**config.mk**
```make
export PLATFORM = sky130hd
export DESIGN_NAME = iter_mul_flat
export DESIGN_NICKNAME = d
export VERILOG_FILES = /design/src/rtl/iter_mul_pkg.sv /design/src/rtl/iter_mul_if.sv /design/src/rtl/iter_mul_neg_2w.sv /design/src/rtl/iter_mul.sv /design/src/flat_wrapper.sv
export SDC_FILE = /design/constraint.sdc
export NUM_CORES = 1
export LEC_CHECK = 0
export ABC_AREA = 1
export ABC_CLOCK_PERIOD_IN_PS = 6160
export CORE_MARGIN = 2
export CORE_UTILIZATION = 30
export CTS_CLUSTER_SIZE = 24
export DETAILED_ROUTE_END_ITERATION = 12
export PLACE_DENSITY = 0.54
export SYNTH_ARGS = -nofsm -noshare
export SYNTH_HDL_FRONTEND = slang
export SYNTH_SLANG_ARGS = --single-unit
```
**constraint.sdc**
```tcl
create_clock -name clk -period 6.16 [get_ports clk]
set_clock_uncertainty 0.1 [all_clocks]
set_input_delay 1.232 -clock clk [delete_from_list [all_inputs] [get_ports clk]]
set_output_delay 1.232 -clock clk [all_outputs]
set_load 0.005 [all_outputs]
```
**src/rtl/iter_mul_pkg.sv**
```systemverilog
// Shared types and constants for the iterative shift-add multiplier.
package iter_mul_pkg;
  localparam int W_DEF = 32;

  typedef enum logic [1:0] {IDLE, CALC, FIX, DONE} state_e;

  function automatic int cnt_w(input int w);
    return $clog2(w) + 1;
  endfunction
endpackage

```
**src/rtl/iter_mul_if.sv**
```systemverilog
// Operand/product handshake bundle between the execute stage and iter_mul.
interface iter_mul_if #(parameter int W = 32);
  logic [W-1:0]   x;
  logic [W-1:0]   y;
  logic           in_valid;
  logic           mul_signed;
  logic           in_ready;
  logic           out_valid;
  logic           out_ready;
  logic [2*W-1:0] p;

  modport master (
    output x, y, in_valid, mul_signed, out_ready,
    input  in_ready, out_valid, p
  );

  modport slave (
    input  x, y, in_valid, mul_signed, out_ready,
    output in_ready, out_valid, p
  );
endinterface

```
**src/rtl/iter_mul_neg_2w.sv**
```systemverilog
// Parameterised two's-complement negator (~a + 1).
module neg_2w #(
  parameter int N = 32
) (
  input  logic [N-1:0] a_i,
  output logic [N-1:0] y_o
);
  assign y_o = ~a_i + N'(1);
endmodule

```
**src/rtl/iter_mul.sv**
```systemverilog
// Iterative radix-2 shift-add multiplier, W x W -> 2W, signed or unsigned.
module iter_mul
  import iter_mul_pkg::*;
#(
  parameter int W = W_DEF
) (
  input  logic   clk,
  input  logic   resetn,
  iter_mul_if.slave bus
);
  localparam int CNT_W = cnt_w(W);

  state_e           state_q, state_d;
  logic [W-1:0]     mcand_q, mplr_q;
  logic [2*W-1:0]   acc_q, p_q;
  logic [CNT_W-1:0] count_q;
  logic             neg_q;

  logic [W-1:0]     x_neg, y_neg, x_mag, y_mag;
  logic [2*W-1:0]   acc_neg;
  logic [W:0]       sum;
  logic             accept, release_o, calc_last;

  neg_2w #(.N(W))   u_neg_x   (.a_i(bus.x), .y_o(x_neg));
  neg_2w #(.N(W))   u_neg_y   (.a_i(bus.y), .y_o(y_neg));
  neg_2w #(.N(2*W)) u_neg_acc (.a_i(acc_q), .y_o(acc_neg));

  // |0x80..0| wraps back to 0x80..0, which is the correct unsigned magnitude.
  assign x_mag = (bus.mul_signed & bus.x[W-1]) ? x_neg : bus.x;
  assign y_mag = (bus.mul_signed & bus.y[W-1]) ? y_neg : bus.y;

  assign sum       = {1'b0, acc_q[2*W-1:W]} + {1'b0, (mplr_q[0] ? mcand_q : '0)};
  assign accept    = (state_q == IDLE) & bus.in_valid;
  assign release_o = (state_q == DONE) & bus.out_ready;
  assign calc_last = (count_q == CNT_W'(W-1));

  always_ff @(posedge clk or negedge resetn) begin
    if (!resetn) state_q <= IDLE;
    else         state_q <= state_d;
  end

  always_comb begin
    state_d = state_q;
    case (state_q)
      IDLE:    if (accept)    state_d = CALC;
      CALC:    if (calc_last) state_d = FIX;
      FIX:                    state_d = DONE;
      DONE:    if (release_o) state_d = IDLE;
      default:                state_d = IDLE;
    endcase
  end

  always_comb begin
    bus.in_ready  = (state_q == IDLE);
    bus.out_valid = (state_q == DONE);
  end

  assign bus.p = p_q;

  always_ff @(posedge clk or negedge resetn) begin
    if (!resetn) begin
      mcand_q <= '0;
      mplr_q  <= '0;
      acc_q   <= '0;
      p_q     <= '0;
      count_q <= '0;
      neg_q   <= 1'b0;
    end else begin
      case (state_q)
        IDLE: if (accept) begin
          mcand_q <= x_mag;
          mplr_q  <= y_mag;
          neg_q   <= bus.mul_signed & (bus.x[W-1] ^ bus.y[W-1]);
          acc_q   <= '0;
          count_q <= '0;
        end
        CALC: begin
          // Carry-out lands in the top bit; low product bits shift out below.
          acc_q   <= {sum, acc_q[W-1:1]};
          mplr_q  <= mplr_q >> 1;
          count_q <= count_q + CNT_W'(1);
        end
        FIX:     p_q <= neg_q ? acc_neg : acc_q;
        default: ;
      endcase
    end
  end
endmodule

```
**src/flat_wrapper.sv**
```systemverilog
// flat-port wrapper written by rule: the top's interface ports become plain ports
module iter_mul_flat import iter_mul_pkg::*;
#(
  parameter int W = W_DEF
)
  (clk, resetn, bus_x, bus_y, bus_in_valid, bus_mul_signed, bus_out_ready, bus_in_ready, bus_out_valid, bus_p);
  iter_mul_if #(.W(W)) bus_i ();
  input  logic clk;
  input  logic resetn;
  input wire logic [$bits(bus_i.x)-1:0] bus_x;
  input wire logic [$bits(bus_i.y)-1:0] bus_y;
  input wire logic [$bits(bus_i.in_valid)-1:0] bus_in_valid;
  input wire logic [$bits(bus_i.mul_signed)-1:0] bus_mul_signed;
  input wire logic [$bits(bus_i.out_ready)-1:0] bus_out_ready;
  output wire logic [$bits(bus_i.in_ready)-1:0] bus_in_ready;
  output wire logic [$bits(bus_i.out_valid)-1:0] bus_out_valid;
  output wire logic [$bits(bus_i.p)-1:0] bus_p;
  assign bus_i.x = bus_x;
  assign bus_i.y = bus_y;
  assign bus_i.in_valid = bus_in_valid;
  assign bus_i.mul_signed = bus_mul_signed;
  assign bus_i.out_ready = bus_out_ready;
  assign bus_in_ready = bus_i.in_ready;
  assign bus_out_valid = bus_i.out_valid;
  assign bus_p = bus_i.p;
  iter_mul #(.W(W)) u_core (.clk(clk), .resetn(resetn), .bus(bus_i));
endmodule
```
==> flow_summary.toml, run 1 <==
[worst_setup_path]
path_buf_inv = 3
r2r_cells = 15
path_class = "input pin to flip-flop"
crit_cells = 8
cp_max_fo = 47
critPathTopFamily = "buffers and inverters"
slowest_stage = "nor2_2"
required_ps = 6530
timing.rr.start = "u_core.mplr_q[0]"
arrival_ps = 3870
start_kind = "input pin"
cp_cell_sequence = "clkdlybuf4s50_1 -> nand2_1 -> buf_4 -> nor2_2 -> inv_1 -> a21oi_1 -> o21ai_0 -> nand3_1"
endpoint_kind = "flip-flop"
max_stage_delay_ps = 870
startpoint = "bus_in_valid"

[timing]
min_period_over_period_pct = 56.8
rsz0062_at_grt = "no"
period_needed_ps = 3500
fmax_ghz = 0.286
setup_violations = 0
tns_ps = 0
fin_ws_ps = 2660
hold_viol = 0
final_max_slew_viol_count = 0
tightest_slew_ps = 1110
relSlewSlack_pct = 25.8

[drt]
wl_per_cell_um = 15.5
ant_nets = 0
via_per_inst = 4.83
first_pass_iters = 6
vias = 14287
top_layer_used = "met4"
wl_met1_mm = 21.9
drtIter0Drc = 1048
drc = 0
wl_met2_mm = 20.1
wirelength_mm = 45.8
wl_met3_mm = 2.10

[floorplan]
die_h_um = 224
initial_core_util_pct = 30.4
fp.dieW_um = 224
dieArea_um2 = 50000
row_count = 80
io_pins = 135
core_area_um2 = 47600

[layout]
stdcell_count = 2956
final_common_cell = "nand2_1"
nets = 2432
drive_gt1_share_pct = 5.47
final_cell_mix = "nand2_1 (776), inv_1 (281), nor2_1 (231)"
utilization_pct = 36.1
antennaDiodeCount = 0
syn_to_final_growth_pct = 19.0
fin_area_um2 = 17200

[global_route]
grt_pass1_wl_mm = 74.0
grt_pass1_vias = 13718
grt_max_degree = 109
grt_antenna_before_repair = 0
grt_overflow = 0
groute.usage.overall_pct = 18.4

[clocking]
hold_buffers = 0
insertion_delay_ps = 550
htree_levels = 1
clk_pin_slew_ps = 60
cts_num_sinks = 201
cts_resized = 0
cts_buffers = 25
ctsRootBufferMaster = "clkbuf_16"
cts_buffer_depth = 3
cts_tree = "built"
post_cts_buffers = 0

[placement]
hpwl_mm = 35.4
place_area_um2 = 16400
dp.cells = 2910
place.gp.congestion = 0.941
port_buffers = 134
dp_slack_ps = 2060

[hold_path]
hold_class = "flip-flop to flip-flop"
hold_depth = 2
min-delay-start = "u_core.mcand_q[20]"

[synthesis]
ys_ff_latch = 201
synth_nets = 2330
synthCells = 2220
syn_area_per_cell_um2 = 6.52
yosysWarnings = 0
ys_seq_area_share_pct = 34.8
synth_area_um2 = 14500
ys_async_sr_fraction_pct = 100
yosysUniqueCellTypes = 47
synth-edff-count = 0
ys.flop_type = "dfrtp_1"

[power_and_ir_drop]
powerDensity_nw_per_um2 = 598
irDropWorstVdd_mv = 0.431
p_leak_nw = 8.76

[run_status]
status = "complete, no violations"

[run]
maxCapViolCount = 0
## worst reg2reg max path, delay by kind of cell (launching register included)
kind	cells	cell delay, ps
adder cells (fa/ha/maj)	2	680
buffers and inverters	4	400
AO/OA/AOI/OAI	2	270
flip-flops	1	1010
AND/OR/NAND/NOR	7	700
## final timing paths
path                       slack (ps)                 end
max reg2reg                      2900    u_core.acc_q[47]
min reg2reg                       380  u_core.mcand_q[20]
max                              2660   u_core.mplr_q[14]
max in group asynchronous        4220        u_core.neg_q
min                               380  u_core.mcand_q[20]
min in group asynchronous         670    u_core.bus.p[16]
## Yosys cell counts, types with 2 or more instances
library cell	n	area [µm²]
nor2_1	232	871
o21ai_0	93	465
o21a_1	2	15.0
o21ai_1	13	65.1
a21oi_1	50	250
nand2_1	776	2910
inv_2	10	37.5
o21bai_1	14	105
nor2_2	19	119
nand2_4	4	45.0
a31oi_1	14	87.6
nor3_1	19	95.1
o22ai_1	44	275
o31ai_1	4	30.0
o211ai_1	4	30.0
buf_2	26	130
nor4_1	4	25.0
o21ai_4	4	65.1
dfrtp_1	201	5030
xnor2_1	6	52.6
or2_0	2	12.5
or2_2	2	12.5
ha_1	40	500
xor2_1	39	342
and2_1	4	25.0
nand2_2	14	87.6
or2_1	3	18.8
and3_1	2	12.5
clkbuf_1	33	124
o221ai_1	12	105
nand4_1	30	188
nand3_2	7	70.1
nand3_1	177	886
inv_1	282	1060
buf_1	4	15.0
nor2_4	11	124
nand3b_1	9	67.6
## report_power, final
group	switching [mW]	total (mW)	internal, mW
clock network	0.606	1.51	0.907
logic	4.28	6.39	2.11
registers	0.527	2.40	1.87
total	5.41	10.3	4.89
## registers in the layout, indices dropped and copies added, names as in the netlist
register / count
u_core.acc_q: 64
u_core.mplr_q: 32
u_core.neg_q: 1
u_core.mcand_q: 32
u_core.count_q: 6
u_core.bus.p: 64
u_core.state_q: 2
## per-stage QoR
step | power (mW) | hold slack [ps]
2_1_floorplan | 6.73 | 333
3_3_place_gp | 8.74 | 364
3_5_place_dp | 8.81 | 367
4_1_cts | 10.4 | 382
5_1_grt | 11.2 | 400
6_report | 10.3 | 377
## cell type report
| type | instances | area, µm² |
|---|---|---|
| fill | 5200 | 30400 |
| multi-input combinational | 1662 | 8060 |
| sequential | 201 | 5030 |
| timing repair buffer | 140 | 1400 |
| inverter | 292 | 1100 |
| tap | 615 | 769 |
| clock buffer | 33 | 716 |
| clock inverter | 13 | 141 |
## logic make-up after synthesis
kind of cell,synth area share [%]
AND/OR/NAND/NOR,38.6
flip-flops,34.8
AO/OA/AOI/OAI,10.7
buffers and inverters,9.62
adder cells (fa/ha/maj),3.60
XOR/XNOR,2.72
## per-layer routing
metal / vias up / global-route usage, %
met4: 0 / 6.49
li1: 7283 / -
met5: - / 0
met3: 77 / 2.14
met1: 6586 / 25.9
met2: 341 / 29.0
(Power assumes the default switching activity.)
==> run 2, diff against run 1 <==
--- a/config.mk
+++ b/config.mk
@@ -6,12 +6,12 @@
 export NUM_CORES = 1
 export LEC_CHECK = 0
 export ABC_AREA = 1
-export ABC_CLOCK_PERIOD_IN_PS = 6160
+export ABC_CLOCK_PERIOD_IN_PS = 2950
 export CORE_MARGIN = 2
 export CORE_UTILIZATION = 30
 export CTS_CLUSTER_SIZE = 24
 export DETAILED_ROUTE_END_ITERATION = 12
-export PLACE_DENSITY = 0.54
+export PLACE_DENSITY = 0.56
 export SYNTH_ARGS = -nofsm -noshare
 export SYNTH_HDL_FRONTEND = slang
 export SYNTH_SLANG_ARGS = --single-unit
==> constraint.sdc (replaced) <==
create_clock -name clk -period 2.95 [get_ports clk]
set_clock_uncertainty 0.1 [all_clocks]
set_input_delay 0.59 -clock clk [delete_from_list [all_inputs] [get_ports clk]]
set_output_delay 0.59 -clock clk [all_outputs]
set_load 0.005 [all_outputs]
==> flow_summary.toml, run 2 (same netlist as run 1, synthesis figures left out) <==
[run_status]
status = "complete, no violations"

[power_and_ir_drop]
total_power_mw = 22.1
powerDensity_nw_per_um2 = 1260
irDropWorstVdd_mv = 0.975
clockPowerShare_pct = 16.2
p_switching_mw = 11.3
p_leak_nw = 8.91
p_sw_share_pct = 51.4
p_int_mw = 10.7
comb_power_share_pct = 60.9
seqPwrFrac_pct = 22.9

[clocking]
cts_resized = 0
cts_buffer_depth = 3
insertion_delay_ps = 550
cts_num_sinks = 201
cts_buffers = 26
htree_levels = 1
ctsRootBufferMaster = "clkbuf_16"
clk_pin_slew_ps = 60
cts_tree = "built"

[layout]
final_cell_mix = "nand2_1 (776), inv_1 (281), nor2_1 (231)"
utilization_pct = 36.8
drive_gt1_share_pct = 6.23
nets = 2450
final_common_cell = "nand2_1"
n_fill_cell = 5275
syn_to_final_growth_pct = 21.1
antennaDiodeCount = 0

[hold_path]
hold_class = "flip-flop to flip-flop"
hold_depth = 1
min-delay-start = "u_core.count_q[5]"
worst_hold_path.endpoint = "u_core.count_q[5]"

[drt]
ant_nets = 0
vias = 14444
wirelength_mm = 46.3
drc = 0
via_per_inst = 4.86
first_pass_iters = 6
drtIter0Drc = 1001
wl_per_cell_um = 15.6

[timing]
tns_ps = 0
min_period_over_period_pct = 91.1
tightest_slew_ps = 701
setup_violations = 0
rsz0062_at_grt = "no"
fin_ws_ps = 263
period_needed_ps = 2690
relSlewSlack_pct = 53.2
hold_viol = 0
holdWs_ps = 369
fmax_ghz = 0.372
final_max_slew_viol_count = 0

[worst_setup_path]
required_ps = 2260
r2r_cells = 13
timing.rr.start = "u_core.mplr_q[0]"
path_class = "flip-flop to primary output"
arrival_ps = 2000
rr_endpoint = "u_core.acc_q[56]"
start_kind = "flip-flop"
cp_max_fo = 5
endpoint_kind = "primary output"
ff2ff_setup_slack_ps = 410

[floorplan]
die_h_um = 224
initial_core_util_pct = 30.4
io_pins = 135
fp.dieW_um = 224
core_area_um2 = 47600
row_count = 80
dieArea_um2 = 50000

[global_route]
grt_antenna_before_repair = 0
gr-usage-met2_pct = 29.9
grt_pass1_vias = 14034
grt_overflow = 0
groute.usage.overall_pct = 18.6
grt_pass1_wl_mm = 75.3
grt_max_degree = 89
grt-busiest-layer = "met2"
use_met3_pct = 2.35
use_met1_pct = 26.4

[placement]
hpwl_mm = 36.5
port_buffers = 134
dp_slack_ps = 340
place.gp.congestion = 0.909

[run]
maxCapViolCount = 0
[run 2: critical path, cell delays in order, from the launching register on]
cell and delay (ps):
dfrtp_1 400, inv_1 110, ha_1 370, clkdlybuf4s50_1 570
[run 2: timing repair]
action                                 4_1_cts  5_1_grt
setup buffers                                0        0
endpoints found under the hold margin       32        0
hold buffers                                 1        0
[run 2: worst max path at each step]
stage	depth (start not counted)	endpoint	start	slack [ps]
final	3	bus_in_ready	u_core.state_q[1]	260
after global routing	3	bus_in_ready	u_core.state_q[1]	150
after CTS	3	bus_in_ready	u_core.state_q[1]	210
after detailed placement	12	u_core.mplr_q[24]	bus_y[0]	340
after global placement	11	u_core.mcand_q[18]	bus_x[1]	400
after floorplan	17	u_core.acc_q[47]	u_core.mplr_q[0]	460
[run 2: cell type report]
class	count	area (µm²)	area share, %
Timing Repair Buffer	157	1600	9.10
Clock buffer	31	721	4.11
Sequential cell	201	5030	28.7
Tap cell	615	769	4.39
Clock inverter	17	249	1.42
Inverter	292	1100	6.25
Multi-Input combinational cell	1662	8060	46.0
[run 2: power by group through the flow]
stage	sequential [mW]	clock, mW	combinational (mW)
2_1_floorplan	4.66	0	9.40
3_3_place_gp	5.05	0	13.3
3_5_place_dp	5.08	0	13.5
4_1_cts	5.04	3.66	13.5
5_1_grt	5.20	3.77	15.1
6_report	5.06	3.56	13.4
[run 2: metrics by stage]
step / cell area [µm²] / cells
floorplan: 14500 / 2220
global placement: 16500 / 2926
detailed placement: 16500 / 2926
CTS: 17500 / 2975
global route: 17500 / 2975
finish: 17500 / 2975
[run 2: per-layer routing]
layer,part of all wire [%],vias to the layer above
met1,49,6721
li1,-,7331
met2,44,334
met3,4.5,58
met4,2.7,0
met5,0,-
==> run 3, diff against run 2 <==
--- a/config.mk
+++ b/config.mk
@@ -12,6 +12,7 @@
 export CTS_CLUSTER_SIZE = 24
 export DETAILED_ROUTE_END_ITERATION = 12
 export PLACE_DENSITY = 0.56
+export REMOVE_ABC_BUFFERS = 1
 export SYNTH_ARGS = -nofsm -noshare
 export SYNTH_HDL_FRONTEND = slang
 export SYNTH_SLANG_ARGS = --single-unit
==> flow_summary.toml, run 3 (same netlist as run 1, synthesis figures left out) <==
[floorplan]
initial_core_util_pct = 30.4
core_area_um2 = 47600
fp.dieW_um = 224
die_h_um = 224
dieArea_um2 = 50000
io_pins = 135
row_count = 80

[layout]
syn_to_final_growth_pct = 20.0
final_cell_mix = "nand2_1 (776), inv_1 (281), nor2_1 (231)"
multiInputGateArea_um2 = 8060
final_common_cell = "nand2_1"
n_fill_cell = 5153
utilization_pct = 36.4
stdcell_count = 2969
regArea_um2 = 5030
nets = 2449
antennaDiodeCount = 0
drive_gt1_share_pct = 5.86

[drt]
wirelength_mm = 45.5
ant_nets = 0
vias = 14342
via_per_inst = 4.83
drtIter0Drc = 988
wl_per_cell_um = 15.3
first_pass_iters = 6
drc = 0

[timing]
fmax_ghz = 0.385
relSlewSlack_pct = 51.3
fin_ws_ps = 353
rsz0062_at_grt = "no"
tightest_slew_ps = 729
final_max_slew_viol_count = 0
min_period_over_period_pct = 88.0
period_needed_ps = 2600
tns_ps = 0
holdWs_ps = 366
hold_viol = 0
setup_violations = 0

[clocking]
insertion_delay_ps = 560
cts_tree = "built"
cts_num_sinks = 201
htree_levels = 1
clk_pin_slew_ps = 60
cts_buffers = 24
cts_buffer_depth = 3
ctsRootBufferMaster = "clkbuf_16"

[run]
maxCapViolCount = 0

[power_and_ir_drop]
p_leak_nw = 8.84
irDropWorstVdd_mv = 0.742
powerDensity_nw_per_um2 = 1230

[worst_setup_path]
start_kind = "flip-flop"
arrival_ps = 1910
required_ps = 2260
endpoint_kind = "primary output"
cp_max_fo = 5
path_class = "flip-flop to primary output"

[placement]
dp_slack_ps = 286
place.gp.congestion = 0.932
port_buffers = 134
dp.cells = 2927
hpwl_mm = 35.1

[hold_path]
hold_class = "flip-flop to flip-flop"

[global_route]
grt_max_degree = 77
grt_pass1_vias = 13918
grt_pass1_wl_mm = 74.1
groute.usage.overall_pct = 18.2
grt_antenna_before_repair = 0
grt_overflow = 0

[run_status]
status = "complete, no violations"
run 3: routing by layer:
layer	track usage, %	vias to the layer above	part of all wire [%]
met3	2.12	52	5.3
met5	0	-	0
met4	4.04	0	2.0
met2	30.1	392	45
met1	25.6	6574	48
li1	-	7324	-
run 3: final cells by class:
class                           instances  area share, %
Clock buffer                           33           3.94
Clock inverter                          8          0.757
Inverter                              292           6.31
Multi-Input combinational cell       1662           46.4
Sequential cell                       201           29.0
Tap cell                              615           4.43
Timing Repair Buffer                  158           9.16
run 3: path summary, 6_finish.rpt:
path | from | to | slack, ps | cells after the start
max | u_core.state_q[0] | bus_in_ready | 350 | 3
min | u_core.count_q[5] | u_core.count_q[5] | 370 | 1
max reg2reg | u_core.mplr_q[0] | u_core.acc_q[52] | 500 | 14
min reg2reg | u_core.count_q[5] | u_core.count_q[5] | 370 | 1
max in group asynchronous | resetn | u_core.bus.p[57] | 1380 | 3
min in group asynchronous | resetn | u_core.bus.p[24] | 490 | 2
run 3: what timing repair did:
action	CTS	global route
hold buffers	1	0
buffers inserted	0	0
endpoints found under the hold margin	56	0
resized for setup	0	0
run 3: critical path: stages, from the launching register on:
cell and delay [ps]:
dfrtp_1 400, inv_1 110, ha_1 300, clkdlybuf4s50_1 570
run 3: metrics by stage:
step / area (µm²) / total power, mW
2_1_floorplan: 14200 / 13.7
3_3_place_gp: 16500 / 18.1
3_5_place_dp: 16500 / 18.3
4_1_cts: 17400 / 21.5
5_1_grt: 17400 / 23.3
6_report: 17400 / 21.4
run 3: report_power, final:
part | switching, mW | leakage (nW) | internal [mW]
Clock | 1.23 | 0.394 | 1.88
Combinational | 8.79 | 5.84 | 4.53
Sequential | 1.04 | 2.60 | 3.92
Total | 11.1 | 8.84 | 10.3
